$ cat src/rtl/ram_pkg.sv
// ram_pkg: shared definitions for the RAM burst master.
//   state_t / IDLE, WRITE, READ, DRAIN : controller state encoding
//   fifo_occupancy()                   : read-path slots committed after this cycle's pop
package ram_pkg;

    typedef logic [1:0] state_t;

    localparam state_t IDLE  = 2'd0;
    localparam state_t WRITE = 2'd1;
    localparam state_t READ  = 2'd2;
    localparam state_t DRAIN = 2'd3;

    // Entries already buffered plus the read still travelling from the RAM,
    // minus the entry the consumer takes this cycle. A new read may only be
    // issued while this stays below the FIFO depth of two.
    function automatic logic [2:0] fifo_occupancy(input logic [1:0] count,
                                                  input logic       inflight,
                                                  input logic       pop);
        return {1'b0, count} + {2'b00, inflight} - {2'b00, pop};
    endfunction

endpackage

$ cat src/rtl/ram_rd_fifo.sv
// ram_rd_fifo: two-entry first-word-fall-through FIFO for returned read data.
//   clk, rst   : clock, asynchronous active-high reset (clears storage)
//   push       : write push_data this cycle (ignored when full)
//   push_data  : data word to store
//   pop        : consume the head entry (ignored when empty)
//   count      : number of valid entries, 0..2
//   head       : oldest entry, held stable until popped
module ram_rd_fifo
    import ram_pkg::*;
#(
    parameter int WIDTH = 8
) (
    input  logic             clk,
    input  logic             rst,
    input  logic             push,
    input  logic [WIDTH-1:0] push_data,
    input  logic             pop,
    output logic [1:0]       count,
    output logic [WIDTH-1:0] head
);

    logic [WIDTH-1:0] mem_r [0:1];
    logic             rd_ptr_r;
    logic             wr_ptr_r;
    logic [1:0]       count_r;
    logic             push_ok_s;
    logic             pop_ok_s;

    // Guard push/pop against full/empty so the pointers can never slip.
    always_comb begin
        push_ok_s = push && (count_r != 2'd2);
        pop_ok_s  = pop  && (count_r != 2'd0);
    end

    // Storage, pointers and occupancy.
    always_ff @(posedge clk or posedge rst) begin
        if (rst) begin
            mem_r[0] <= {WIDTH{1'b0}};
            mem_r[1] <= {WIDTH{1'b0}};
            rd_ptr_r <= 1'b0;
            wr_ptr_r <= 1'b0;
            count_r  <= 2'd0;
        end else begin
            if (push_ok_s) begin
                mem_r[wr_ptr_r] <= push_data;
                wr_ptr_r        <= ~wr_ptr_r;
            end
            if (pop_ok_s) begin
                rd_ptr_r <= ~rd_ptr_r;
            end
            case ({push_ok_s, pop_ok_s})
                2'b10:   count_r <= count_r + 2'd1;
                2'b01:   count_r <= count_r - 2'd1;
                default: count_r <= count_r;
            endcase
        end
    end

    assign count = count_r;
    assign head  = mem_r[rd_ptr_r];

endmodule

$ cat src/rtl/ram_burst_master.sv
// ram_burst_master: turns single burst commands into per-beat accesses on a
// single-port RAM with one cycle of read latency.
//   clk, rst                        : clock, asynchronous active-high reset
//   cmd_valid/cmd_ready             : command handshake (accepted only when idle)
//   cmd_write, cmd_addr, cmd_len    : direction, start address, beats minus one
//   wr_valid/wr_ready/wr_data       : write-beat stream into the RAM
//   rd_valid/rd_ready/rd_data       : read-beat stream out of the RAM
//   busy                            : a burst is in progress
//   ram_enable, ram_wr_en,
//   ram_address, ram_data_in        : RAM request port
//   ram_data_out                    : RAM read data, valid one cycle after a read
module ram_burst_master
    import ram_pkg::*;
#(
    parameter int DEPTH = 4,
    parameter int WIDTH = 8
) (
    input  logic             clk,
    input  logic             rst,
    input  logic             cmd_valid,
    output logic             cmd_ready,
    input  logic             cmd_write,
    input  logic [DEPTH-1:0] cmd_addr,
    input  logic [DEPTH-1:0] cmd_len,
    input  logic             wr_valid,
    output logic             wr_ready,
    input  logic [WIDTH-1:0] wr_data,
    output logic             rd_valid,
    input  logic             rd_ready,
    output logic [WIDTH-1:0] rd_data,
    output logic             busy,
    output logic             ram_enable,
    output logic             ram_wr_en,
    output logic [DEPTH-1:0] ram_address,
    output logic [WIDTH-1:0] ram_data_in,
    input  logic [WIDTH-1:0] ram_data_out
);

    localparam logic [DEPTH-1:0] ADDR_ONE  = {{(DEPTH-1){1'b0}}, 1'b1};
    localparam logic [DEPTH:0]   COUNT_ONE = {{DEPTH{1'b0}}, 1'b1};

    state_t           state_r;
    state_t           state_nxt_s;
    logic [DEPTH-1:0] addr_r;
    logic [DEPTH-1:0] addr_nxt_s;
    logic [DEPTH:0]   count_r;      // beats still to issue; one wider to hold 2**DEPTH
    logic [DEPTH:0]   count_nxt_s;
    logic             inflight_r;   // a read was issued last cycle; its data arrives now

    logic [1:0]       fifo_count_s;
    logic [WIDTH-1:0] fifo_head_s;
    logic             pop_s;
    logic             issue_s;
    logic             write_beat_s;
    logic             last_beat_s;

    // Beat qualification. The issue rule counts the entry being popped this
    // cycle as free, which is what lets rd_ready held high stream one beat per
    // cycle through a FIFO of only two entries.
    always_comb begin
        pop_s        = (fifo_count_s != 2'd0) && rd_ready;
        write_beat_s = (state_r == WRITE) && wr_valid;
        last_beat_s  = (count_r == COUNT_ONE);
        if (state_r == READ) begin
            issue_s = fifo_occupancy(fifo_count_s, inflight_r, pop_s) < 3'd2;
        end else begin
            issue_s = 1'b0;
        end
    end

    // Next-state, address and beat-counter logic.
    always_comb begin
        state_nxt_s = state_r;
        addr_nxt_s  = addr_r;
        count_nxt_s = count_r;
        case (state_r)
            IDLE: begin
                if (cmd_valid) begin
                    addr_nxt_s  = cmd_addr;
                    count_nxt_s = {1'b0, cmd_len} + COUNT_ONE;
                    if (cmd_write) begin
                        state_nxt_s = WRITE;
                    end else begin
                        state_nxt_s = READ;
                    end
                end else begin
                    state_nxt_s = IDLE;
                end
            end
            WRITE: begin
                if (write_beat_s) begin
                    addr_nxt_s  = addr_r + ADDR_ONE;
                    count_nxt_s = count_r - COUNT_ONE;
                    if (last_beat_s) begin
                        state_nxt_s = IDLE;
                    end else begin
                        state_nxt_s = WRITE;
                    end
                end else begin
                    state_nxt_s = WRITE;
                end
            end
            READ: begin
                if (issue_s) begin
                    addr_nxt_s  = addr_r + ADDR_ONE;
                    count_nxt_s = count_r - COUNT_ONE;
                    if (last_beat_s) begin
                        state_nxt_s = DRAIN;
                    end else begin
                        state_nxt_s = READ;
                    end
                end else begin
                    state_nxt_s = READ;
                end
            end
            DRAIN: begin
                if ((fifo_count_s == 2'd0) && !inflight_r) begin
                    state_nxt_s = IDLE;
                end else begin
                    state_nxt_s = DRAIN;
                end
            end
            default: begin
                state_nxt_s = IDLE;
                addr_nxt_s  = {DEPTH{1'b0}};
                count_nxt_s = {(DEPTH+1){1'b0}};
            end
        endcase
    end

    // Controller state registers; reset drops any read still returning.
    always_ff @(posedge clk or posedge rst) begin
        if (rst) begin
            state_r    <= IDLE;
            addr_r     <= {DEPTH{1'b0}};
            count_r    <= {(DEPTH+1){1'b0}};
            inflight_r <= 1'b0;
        end else begin
            state_r    <= state_nxt_s;
            addr_r     <= addr_nxt_s;
            count_r    <= count_nxt_s;
            inflight_r <= issue_s;
        end
    end

    // Read data lands in the FIFO the cycle after its issue.
    ram_rd_fifo #(
        .WIDTH (WIDTH)
    ) u_rd_fifo (
        .clk       (clk),
        .rst       (rst),
        .push      (inflight_r),
        .push_data (ram_data_out),
        .pop       (pop_s),
        .count     (fifo_count_s),
        .head      (fifo_head_s)
    );

    // Handshake, status and RAM port outputs. Write data is gated so the RAM
    // only ever sees wr_data on an accepted write beat.
    always_comb begin
        cmd_ready   = (state_r == IDLE);
        busy        = (state_r != IDLE);
        wr_ready    = (state_r == WRITE);
        rd_valid    = (fifo_count_s != 2'd0);
        rd_data     = fifo_head_s;
        ram_enable  = write_beat_s || issue_s;
        ram_wr_en   = write_beat_s;
        ram_address = addr_r;
        if (write_beat_s) begin
            ram_data_in = wr_data;
        end else begin
            ram_data_in = {WIDTH{1'b0}};
        end
    end

endmodule

$ cat config.mk
export PLATFORM = sky130hd
export DESIGN_NAME = ram_burst_master
export DESIGN_NICKNAME = d
export VERILOG_FILES = /design/src/rtl/ram_pkg.sv /design/src/rtl/ram_rd_fifo.sv /design/src/rtl/ram_burst_master.sv
export SDC_FILE = /design/constraint.sdc
export NUM_CORES = 1
export LEC_CHECK = 0
export ABC_AREA = 1
export BUFFER_PORTS_ARGS = -buffer_cell sky130_fd_sc_hd__buf_2
export CORE_AREA = 2 2 65 67
export CTS_CLUSTER_SIZE = 12
export DETAILED_ROUTE_END_ITERATION = 10
export DIE_AREA = 0 0 67 69
export MAX_ROUTING_LAYER = met4
export PLACE_DENSITY = 0.86
export SLEW_MARGIN = 5
export SYNTH_ARGS = -nofsm -noshare
export SYNTH_HDL_FRONTEND = slang
export SYNTH_SLANG_ARGS = --single-unit
$ cat constraint.sdc
create_clock -name clk -period 2.8 [get_ports clk]
set_clock_uncertainty 0.05 [all_clocks]
set_input_delay 0.14 -clock clk [delete_from_list [all_inputs] [get_ports clk]]
set_output_delay 0.14 -clock clk [all_outputs]
set_load 0.1 [all_outputs]
After elaboration in Yosys (flattened, before gate mapping)
Cells that the tools add are included.
{ "word_totals": {"ff_bits": 32, "input_bits": 30, "output_inout_bits": 26, "wordCells": 74} }
{ "op_classes": {"n_addsub": 7, "n_lt_le_gt_ge": 4, "n_eq_ne": 10, "mux": 25, "bitwise_logic": 4, "n_reduce_logical": 15} }
{ "op_table": {"columns": ["operator", "n"], "rows": [
  ["8-bit 2-to-1 mux", 5],
  ["16-bit bitwise mux", 1],
  ["5-bit 2-to-1 mux", 3],
  ["5-bit one-hot mux with 3 select lines", 1],
  ["4-bit 2-to-1 mux", 3],
  ["4-bit one-hot mux with 3 select lines", 1],
  ["2-bit 2-to-1 mux", 5],
  ["8-bit demux with 1-bit select", 1],
  ["2-bit one-hot mux with 4 select lines", 1],
  ["2-bit == test, second input constant", 3],
  ["1-bit logical AND", 6],
  ["2-bit != test, second input constant", 3],
  ["2-bit nonzero test", 3],
  ["4-bit by 1-bit adder with 5-bit output, second input constant", 1],
  ["5-bit by 1-bit == test with 1-bit output, second input constant", 1],
  ["5-bit by 1-bit subtractor with 5-bit output, second input constant", 1],
  ["4-bit by 1-bit adder with 4-bit output, second input constant", 1],
  ["2-bit by 1-bit == test with 1-bit output, second input constant", 2],
  ["2-bit greater-or-equal comparator, second input constant", 2],
  ["2-bit zero test", 2],
  ["1-bit NOT with 2-bit output", 2],
  ["2-bit one-hot mux with 2 select lines", 1],
  ["4-bit AND reduction", 1],
  ["2-bit by 1-bit adder with 3-bit output", 1],
  ["other kinds (11)", 14]
]} }

Logic depth before layout (Yosys ltp)
Gate-level depths: netlist (run 1).
{ "logic_depth": {"ltp_word": 7, "ltp_mapped": 15} }

Cells and area by module
A second synthesis (run 1) with hierarchy kept.
{ "hier_totals": {"hier_cells": 288, "area_unflattened_um2": 2058.2} }
{ "by_module_without_submodules": {"columns": ["mod", "n_inst", "cells_each", "area_each_um2", "seq_area_each_um2"], "rows": [
  ["ram_burst_master", 1, 164, 1047.3, 300.3],
  ["ram_rd_fifo", 1, 124, 1011.0, 500.5]
]} }

Worst setup path after synthesis (run 1)
No wires, ideal clock.
{ "synth_path": {"kind": "register -> output", "startpoint": "register u_rd_fifo.count_r[0] (netlist: u_rd_fifo.count[0])", "endpoint": "output port ram_enable", "arrival_time_ns": 4.600, "slack_ns": -1.990, "path_stages_with_launch": 10, "path_buffers": 0, "path_cell_list": "dfrtp_1 nor2_1 inv_1 nand2_1 inv_1 ha_1 or2_2 fa_1 nand3_1 o21ai_0"} }
{ "synth_between": {"elab_chain_len": 6, "word_cells_on_any_way": 7, "classes_between": "2 x add/sub; 1 x order compare; 1 x mux; 3 x reduce/logical"} }
{ "synth_rtl": {"columns": ["element", "line", "source"], "rows": [
  ["start: declaration", "ram_rd_fifo.sv:25", "logic [1:0] count_r;"],
  ["start signal: assignment", "ram_rd_fifo.sv:52", "2'b10: count_r <= count_r + 2'd1;"],
  ["start signal: assignment", "ram_rd_fifo.sv:53", "2'b01: count_r <= count_r - 2'd1;"],
  ["start signal: assignment", "ram_rd_fifo.sv:54", "default: count_r <= count_r;"],
  ["2-bit nonzero test", null, null],
  ["via rd_valid", "ram_burst_master.sv:28", "output logic rd_valid,"],
  ["1-bit logical AND", "ram_burst_master.sv:61", "pop_s = (fifo_count_s != 2'd0) && rd_ready;"],
  ["3-bit by 1-bit subtractor with 3-bit output", "ram_pkg.sv:19", "return {1'b0, count} + {2'b00, inflight} - {2'b00, pop};"],
  ["3-bit by 2-bit less-than comparator with 1-bit output", "ram_burst_master.sv:65", "issue_s = fifo_occupancy(fifo_count_s, inflight_r, pop_s) < 3'd2;"],
  ["1-bit 2-to-1 mux", "ram_burst_master.sv:64", "if (state_r == READ) begin"],
  ["1-bit logical OR", "ram_burst_master.sv:167", "ram_enable = write_beat_s || issue_s;"],
  ["end: declaration", "ram_burst_master.sv:32", "output logic ram_enable,"]
]} }
The timed path passes the listed nets, and every way through them passes these cells.

Final worst setup path (run 1)
{ "layout_path": {"startpoint": "register u_rd_fifo.count_r[0] (netlist: u_rd_fifo.count[0])", "endpoint": "output port ram_enable"} }
{ "layout_between": {"elab_chain_len": 6, "word_cells_on_any_way": 7, "classes_between": "2 x add/sub; 1 x order compare; 1 x mux; 3 x reduce/logical"} }
{ "layout_rtl": {"columns": ["element", "line"], "rows": [
  ["parallel branches: the longest is 2 deep, another holds 2-bit by 1-bit adder with 3-bit output", null],
  ["3-bit by 1-bit subtractor with 3-bit output *", "ram_pkg.sv:19"],
  ["3-bit by 2-bit less-than comparator with 1-bit output *", "ram_burst_master.sv:65"],
  ["1-bit 2-to-1 mux *", "ram_burst_master.sv:64"],
  ["1-bit logical OR *", "ram_burst_master.sv:167"]
]} }
Every way passes the cells marked *.

==> results.toml, run 1 <==
[outcome]
status = "completed"

[detailed_routing]
via_count = 1757
drt-total-wl_um = 4020
ant_nets = 0
post_drt_wl_per_cell_um = 10.9
vias_per_cell = 4.75
drt_iter0_markers = 98
firstDrtPassIters = 4
route.detailed.drc = 0

[finish]
area_growth_syn_to_layout_pct = 27.2
final_nets = 360
final_common_cell = "nand2_1"
mostFrequentLayoutCells = "nand2_1 (71), buf_2 (54), inv_1 (38), dfrtp_1 (32), nor2_1 (26)"
seqCellArea_um2 = 801
n_fill_cell = 352
fin_cells = 370
layout-drive-gt1-share_pct = 27.2
fin_util_pct = 62.3
multi_input_area_um2 = 961
final_area_um2 = 2440
antenna_cells = 0

[clocking]
clkTransAtPathRegs_ps = 70
numCtsBuffers = 5
cts_root_buf = "clkbuf_8"
clockBufferDepth = 2
clkLatencyLatePin_ps = 290
clock_sinks = 32
htreeDepth = 2
cts_tree = "built"

[floorplan]
die_h_um = 69
start_util_pct = 48.9
die_w_um = 67
core_area_um2 = 3910
fp-row-count = 23
io_pins = 56
die-area_um2 = 4620

[placement]
dp.cells = 357
place_area_um2 = 2280
port_buffers = 55
post-place-ws_ps = 152
gp_congestion = 0.835
dpl.hpwl_um = 2980

[synthesis]
ys_warn_count = 0
synth_fp_nets = 298
synth.avg_cell_area_um2 = 7.45
synth_edf_count = 0
ys_dominant_reg_cell = "dfrtp_1"
synth_top_cell_by_area = "dfrtp_1"
synth_seq_cells = 32
mappedNetlistArea_um2 = 1920
ys_seq_area_share_pct = 41.8
synthTopCellsByArea = "dfrtp_1 (42%), nand2_1 (14%), inv_1 (8.0%)"
netlist-cell-type-count = 24
synth_top_area_share_pct = 41.8
synth-async-reset-ratio_pct = 100
synth_cells = 257

[setup_path]
required_ps = 2610
startpoint_type = "flip-flop"
crit_arrival_ps = 2480
end_kind = "primary output"
critical_path_class = "reg2out"
cp_max_fo = 3

[sta]
setup_viol = 0
min_period_ps = 2670
rsz0062_at_grt = "no"
tightest_slew_ps = 754
finalHoldViolCount = 0
drv_slew = 0
period_share_pct = 95.5
slew_headroom_pct = 49.7
setup_ws_ps = 127
fmax_mhz = 374

[global_routing]
grt_max_degree = 33
gr-usage-met3_pct = 4.08
gr-usage-met2_pct = 33.2
grtUsageMet1_pct = 21.6
grt_use_total_pct = 19.5
antenna_found_initial = 0
overflow = 0
grt_pass1_wl_um = 6870
busiest_layer = "met2"
grt_pass1_vias = 1687

[worst_hold_path]
hp-class = "in2reg"

[flow_run]
max-cap-violations = 0
[worst max-delay path: stages, from the launching register on]
cell and delay, ps:
dfrtp_1 410, nor2_4 140, clkinvlp_4 100, nand2_2 70, inv_2 50, ha_4 200
or2_4 220, fa_1 530, nand3_2 130, o21ai_4 160, buf_12 190
[kinds of logic after synthesis]
group	after synthesis	share of synthesized area [%]
buffers and inverters	48	10.3
xor gates and xnor gates	5	2.29
and+or+nand+nor	118	24.8
DFF	32	41.8
muxes	1	0.523
adders and majority gates	11	7.58
AOI/OAI and AO/OA	42	12.7
[synthesized netlist by cell type, types with 2 or more instances]
| library cell | instances |
|---|---|
| nand3_1 | 11 |
| xnor2_1 | 3 |
| buf_2 | 2 |
| ha_1 | 10 |
| xor2_1 | 2 |
| nand4_1 | 3 |
| buf_6 | 2 |
| nand2_1 | 73 |
| a21oi_2 | 7 |
| o21ai_0 | 25 |
| inv_1 | 41 |
| clkbuf_1 | 3 |
| dfrtp_1 | 32 |
| or2_2 | 2 |
| a21oi_1 | 6 |
| nor2_1 | 27 |
[what timing repair did]
item | CTS | global route
endpoints found under the setup margin | 1 | 1
resized for setup | 0 | 1
hold endpoints to repair | 33 | 0
buffers inserted | 2 | 1
hold buffers | 2 | 0
pin swaps | 1 | 5
[worst paths after layout]
kind | end | slack [ps] | cells after the start | startpoint
max reg2reg | ram_address[3]$_DFFE_PP0P_ | 280 | 13 | u_rd_fifo.count[0]$_DFFE_PP0P_
max in group asynchronous | u_rd_fifo.mem_r[7]$_DFFE_PP0P_ | 1960 | 4 | rst
max | ram_enable | 130 | 10 | u_rd_fifo.count[0]$_DFFE_PP0P_
min | u_rd_fifo.mem_r[5]$_DFFE_PP0P_ | 20 | 3 | ram_data_out[5]
min reg2reg | u_rd_fifo.mem_r[8]$_DFFE_PP0P_ | 440 | 2 | u_rd_fifo.mem_r[8]$_DFFE_PP0P_
min in group asynchronous | ram_address[2]$_DFFE_PP0P_ | 440 | 4 | rst
[layer usage]
layer  vias to the layer above  wire length [um]
li1                        923                 -
met5                         -                 0
met4                         0                76
met2                        34              2070
met1                       793              1710
met3                         7               160
[stage by stage]
step	setup TNS, ps	hold WS, ps
2_1_floorplan	-5330	199
3_3_place_gp	0	193
3_5_place_dp	0	202
4_1_cts	0	10.7
5_1_grt	0	29.2
6_report	0	16.6
[state kept, by name, summed over array words and instances, names as in the netlist]
name                count
u_rd_fifo.rd_ptr_r      1
u_rd_fifo.mem_r        16
state_r                 2
u_rd_fifo.wr_ptr_r      1
ram_address             4
inflight_r              1
u_rd_fifo.count         2
count_r                 5
[final cells by class]
cell class / instances / share of cell area [%]
Clock buffer: 6 / 2.98
Clock inverter: 2 / 1.44
Inverter: 41 / 6.47
Multi-Input combinational cell: 177 / 39.4
Sequential cell: 32 / 32.9
Tap cell: 50 / 2.57
Timing Repair Buffer: 62 / 14.3
Power of run 1 is not shown: default switching activity piles up to over one toggle a cycle in this logic, so the estimate is an artifact.
==> inputs of run 2 (changes only) <==
- SETUP_SLACK_MARGIN: not set -> 0.5
==> results.toml, run 2 (synthesis gave the netlist of run 1 again) <==
[outcome]
status = "completed"

[clocking]
cts_tree = "built"
clkLatencyLatePin_ps = 290
clkTransAtPathRegs_ps = 60
numCtsBuffers = 5
clock_sinks = 32
cts_root_buf = "clkbuf_8"
htreeDepth = 2
clockBufferDepth = 2

[setup_path]
required_ps = 2610
end_kind = "primary output"
startpoint_type = "flip-flop"
critical_path_class = "reg2out"
cp_max_fo = 2
crit_arrival_ps = 2500

[global_routing]
grt_pass1_vias = 1721
antenna_found_initial = 0
grt_max_degree = 33
grt_use_total_pct = 20.3
overflow = 0
grt_pass1_wl_um = 7130

[finish]
final_nets = 366
n_fill_cell = 326
largest_register_ffs = 16
mostFrequentLayoutCells = "nand2_1 (65), buf_2 (54), inv_1 (38), dfrtp_1 (31), nor2_1 (18)"
layout-drive-gt1-share_pct = 34.7
final_common_cell = "nand2_1"
area_growth_syn_to_layout_pct = 35.9
final_area_um2 = 2600
largest-register = "u_rd_fifo.mem_r"
antenna_cells = 0

[floorplan]
die_w_um = 67
core_area_um2 = 3910
fp-row-count = 23
die_h_um = 69
die-area_um2 = 4620
start_util_pct = 48.9
io_pins = 56

[sta]
rsz0062_at_grt = "yes"
setup_viol = 0
min_period_ps = 2690
period_share_pct = 96.1
drv_slew = 0
slew_headroom_pct = 50.4
fmax_mhz = 372
tightest_slew_ps = 744
finalHoldViolCount = 0

[placement]
port_buffers = 55
place_area_um2 = 2350
dpl.hpwl_um = 3030
gp_congestion = 0.838

[detailed_routing]
drt-total-wl_um = 4280
via_count = 1801
ant_nets = 0
firstDrtPassIters = 4
post_drt_wl_per_cell_um = 11.4
vias_per_cell = 4.79
route.detailed.drc = 0
drt_iter0_markers = 87

[worst_hold_path]
hp-class = "in2reg"

[flow_run]
max-cap-violations = 0
[run 2: cell types whose count changed in the layout (fill, tap and decap cells not counted), sizes merged]
cell,previous run,this run
buf,60,66
bufinv,1,0
clkbuf,6,7
clkinv,1,0
clkinvlp,1,2
dlygate4sd3,2,1
nand2,73,74
[run 2: per-layer routing]
| layer | vias to the layer above | part of all wire, % | global-route usage, % |
|---|---|---|---|
| met4 | 0 | 1.1 | 4.76 |
| met3 | 7 | 4.2 | 6.36 |
| li1 | 938 | - | - |
| met2 | 31 | 52 | 34.9 |
| met1 | 825 | 43 | 22.7 |
| met5 | - | 0 | - |
[run 2: path summary, 6_finish.rpt]
kind | startpoint | to | slack [ps] | cells past startpoint
setup reg to reg | u_rd_fifo.count[1]$_DFFE_PP0P_ | ram_address[3]$_DFFE_PP0P_ | 160 | 15
max in group asynchronous | rst | u_rd_fifo.count[0]$_DFFE_PP0P_ | 1970 | 4
hold / removal | cmd_write | state_r[1]$_DFF_PP0_ | 20 | 2
min in group asynchronous | rst | u_rd_fifo.mem_r[0]$_DFFE_PP0P_ | 430 | 4
setup / recovery | u_rd_fifo.count[1]$_DFFE_PP0P_ | ram_enable | 110 | 10
hold reg to reg | u_rd_fifo.mem_r[3]$_DFFE_PP0P_ | u_rd_fifo.mem_r[3]$_DFFE_PP0P_ | 450 | 2
[run 2: worst max-delay path, stage by stage, from the launching register on]
cell	delay, ps
dfrtp_1	410
nor2_4	160
clkinvlp_4	100
nand2_2	70
inv_2	50
ha_4	200
or2_4	220
fa_1	530
nand3_2	120
o21ai_4	170
buf_12	190
[run 2: layout make-up]
type / instances / area (um^2) / share of cell area, %
clock inverters: 1 / 7.51 / 0.288
inverters: 41 / 165 / 6.34
multi-input cells: 178 / 1090 / 42.0
repair buffers: 67 / 387 / 14.8
flip-flops and latches: 32 / 802 / 30.8
well taps: 50 / 62.6 / 2.40
clock buffers: 7 / 86.3 / 3.32
[run 2: repair_timing]
item | in CTS | in global routing
setup endpoints to repair | 11 | 11
buffers inserted | 7 | 2
gates resized for setup | 6 | 13
gates cloned | 1 | 0
endpoints found under the hold margin | 32 | 0
pin swaps | 7 | 2
hold buffers | 1 | 0
[run 2: through the flow]
step | worst slack (ps) | setup TNS, ps | instances | hold WS (ps) | util, %
finish | 110 | 0 | 376 | 18.2 | 66.5
global route | 27.2 | 0 | 376 | 3.80 | 66.5
CTS | 125 | 0 | 374 | 15.3 | 64.8
detailed placement | 133 | 0 | 357 | 195 | 60.1
global placement | 238 | 0 | 357 | 193 | 60.1
floorplan | -379 | -1720 | 257 | 199 | -
Power of run 2 is left out for the same reason.
==> inputs of run 3 (changes only) <==
- CORE_AREA: 2 2 65 67 -> 2 2 73 75
- CTS_BUF_LIST: not set -> sky130_fd_sc_hd__clkbuf_16
- DIE_AREA: 0 0 67 69 -> 0 0 75 77
- PLACE_DENSITY: 0.86 -> 0.72
==> results.toml, run 3 (synthesis gave the netlist of run 1 again) <==
[floorplan]
start_util_pct = 38.5
core_area_um2 = 4980
die-area_um2 = 5780
io_pins = 56
die_w_um = 75
fp-row-count = 26
die_h_um = 77

[setup_path]
startpoint_type = "flip-flop"
r2r_start = "u_rd_fifo.count[1]$_DFFE_PP0P_"
critical_path_class = "reg2out"
end_kind = "primary output"
crit_arrival_ps = 2450
r2r_cells = 15
cp_max_fo = 2
required_ps = 2610
r2r_setup_slack_ps = 220
r2r-end = "ram_address[3]$_DFFE_PP0P_"

[finish]
final_nets = 370
mostFrequentLayoutCells = "nand2_1 (66), buf_2 (54), inv_1 (39), dfrtp_1 (31), nor2_1 (17)"
multi_input_area_um2 = 1090
area_growth_syn_to_layout_pct = 42.3
largest-register = "u_rd_fifo.mem_r"
antenna_cells = 0
largest_register_ffs = 16
layout-drive-gt1-share_pct = 35.2
seqCellArea_um2 = 802
final_common_cell = "nand2_1"
n_fill_cell = 455

[global_routing]
grt_use_total_pct = 16.5
overflow = 0
antenna_found_initial = 0
grt_pass1_wl_um = 7250
grt_max_degree = 33
grt_pass1_vias = 1676

[clocking]
numCtsBuffers = 5
cts_root_buf = "clkbuf_16"
clkLatencyLatePin_ps = 280
clkTransAtPathRegs_ps = 50
cts_tree = "built"
htreeDepth = 2
clockBufferDepth = 2
clock_sinks = 32

[sta]
tightest_slew_ps = 716
rsz0062_at_grt = "yes"
fin_tns_setup_ps = 0
min_period_ps = 2640
drv_slew = 0
slew_headroom_pct = 52.3
finalHoldViolCount = 0
setup_viol = 0
fmax_mhz = 379
period_share_pct = 94.2

[placement]
dpl.hpwl_um = 2960
gp_congestion = 0.801
port_buffers = 55

[detailed_routing]
drt_iter0_markers = 34
post_drt_wl_per_cell_um = 10.9
drt-total-wl_um = 4360
via_count = 1796
ant_nets = 0
firstDrtPassIters = 6
route.detailed.drc = 0
vias_per_cell = 4.49

[worst_hold_path]
hold_path_depth = 2
hp-class = "in2reg"
hp-start = "cmd_write"
hold_end = "state_r[1]$_DFF_PP0_"

[flow_run]
max-cap-violations = 0

[outcome]
status = "completed"
## run 3: cell types whose count changed in the layout (fill, tap and decap cells not counted), sizes merged
cell / change
inv: +1
clkinvlp: -1
buf: +4
clkinv: +1
clkbuf: -2
bufinv: +1
## run 3: final cells by class
cell class	instances	share of cell area (%)
clock buffers	5	4.59
clock inverters	3	1.42
inverters	41	6.06
multi-input cells	178	40.0
flip-flops and latches	32	29.4
well taps	70	3.21
repair buffers	71	15.3
## run 3: worst max path at each step
stage	slack, ps	from	depth (start not counted)	to
6_report	160	u_rd_fifo.count[1]$_DFFE_PP0P_	10	ram_enable
5_1_grt	80	u_rd_fifo.count[1]$_DFFE_PP0P_	10	ram_enable
4_1_cts	170	u_rd_fifo.count[1]$_DFFE_PP0P_	10	ram_enable
3_5_place_dp	140	u_rd_fifo.count[0]$_DFFE_PP0P_	15	ram_address[3]$_DFFE_PP0P_
3_3_place_gp	220	u_rd_fifo.count[0]$_DFFE_PP0P_	15	count_r[4]$_DFFE_PP0P_
2_1_floorplan	-380	u_rd_fifo.count[0]$_DFFE_PP0P_	9	ram_enable
## run 3: critical path, stage by stage (launching register included)
cell        delay [ps]
dfrtp_1            400
nor2_4             140
clkinvlp_4          90
nand2_2             70
inv_2               50
ha_4               200
or2_4              220
fa_1               530
nand3_2            110
o21ai_4            160
buf_12             190
## run 3: repair_timing
action	in CTS	in global routing
hold buffers	1	0
gates resized for setup	8	10
hold endpoints to repair	32	0
endpoints found under the setup margin	11	12
pin swaps	4	4
setup buffers	9	4
gates cloned	1	0
## run 3: per-layer routing
metal | track usage [%] | part of all wire [%]
met1 | 18.8 | 43
met2 | 27.4 | 52
met3 | 5.12 | 3.6
met4 | 4.82 | 1.4
met5 | - | 0
## run 3: per-stage QoR
stage	worst slack [ps]	instance area, um^2	cells	utilization [%]	hold slack (ps)
after detailed placement	141	2380	377	47.7	205
after global placement	221	2380	377	47.7	198
final	163	2730	400	54.8	26.4
after CTS	170	2650	396	53.3	25.2
after global routing	75.5	2730	400	54.8	28.8
after floorplan	-379	2030	257	-	199
Power of run 3 is left out for the same reason.
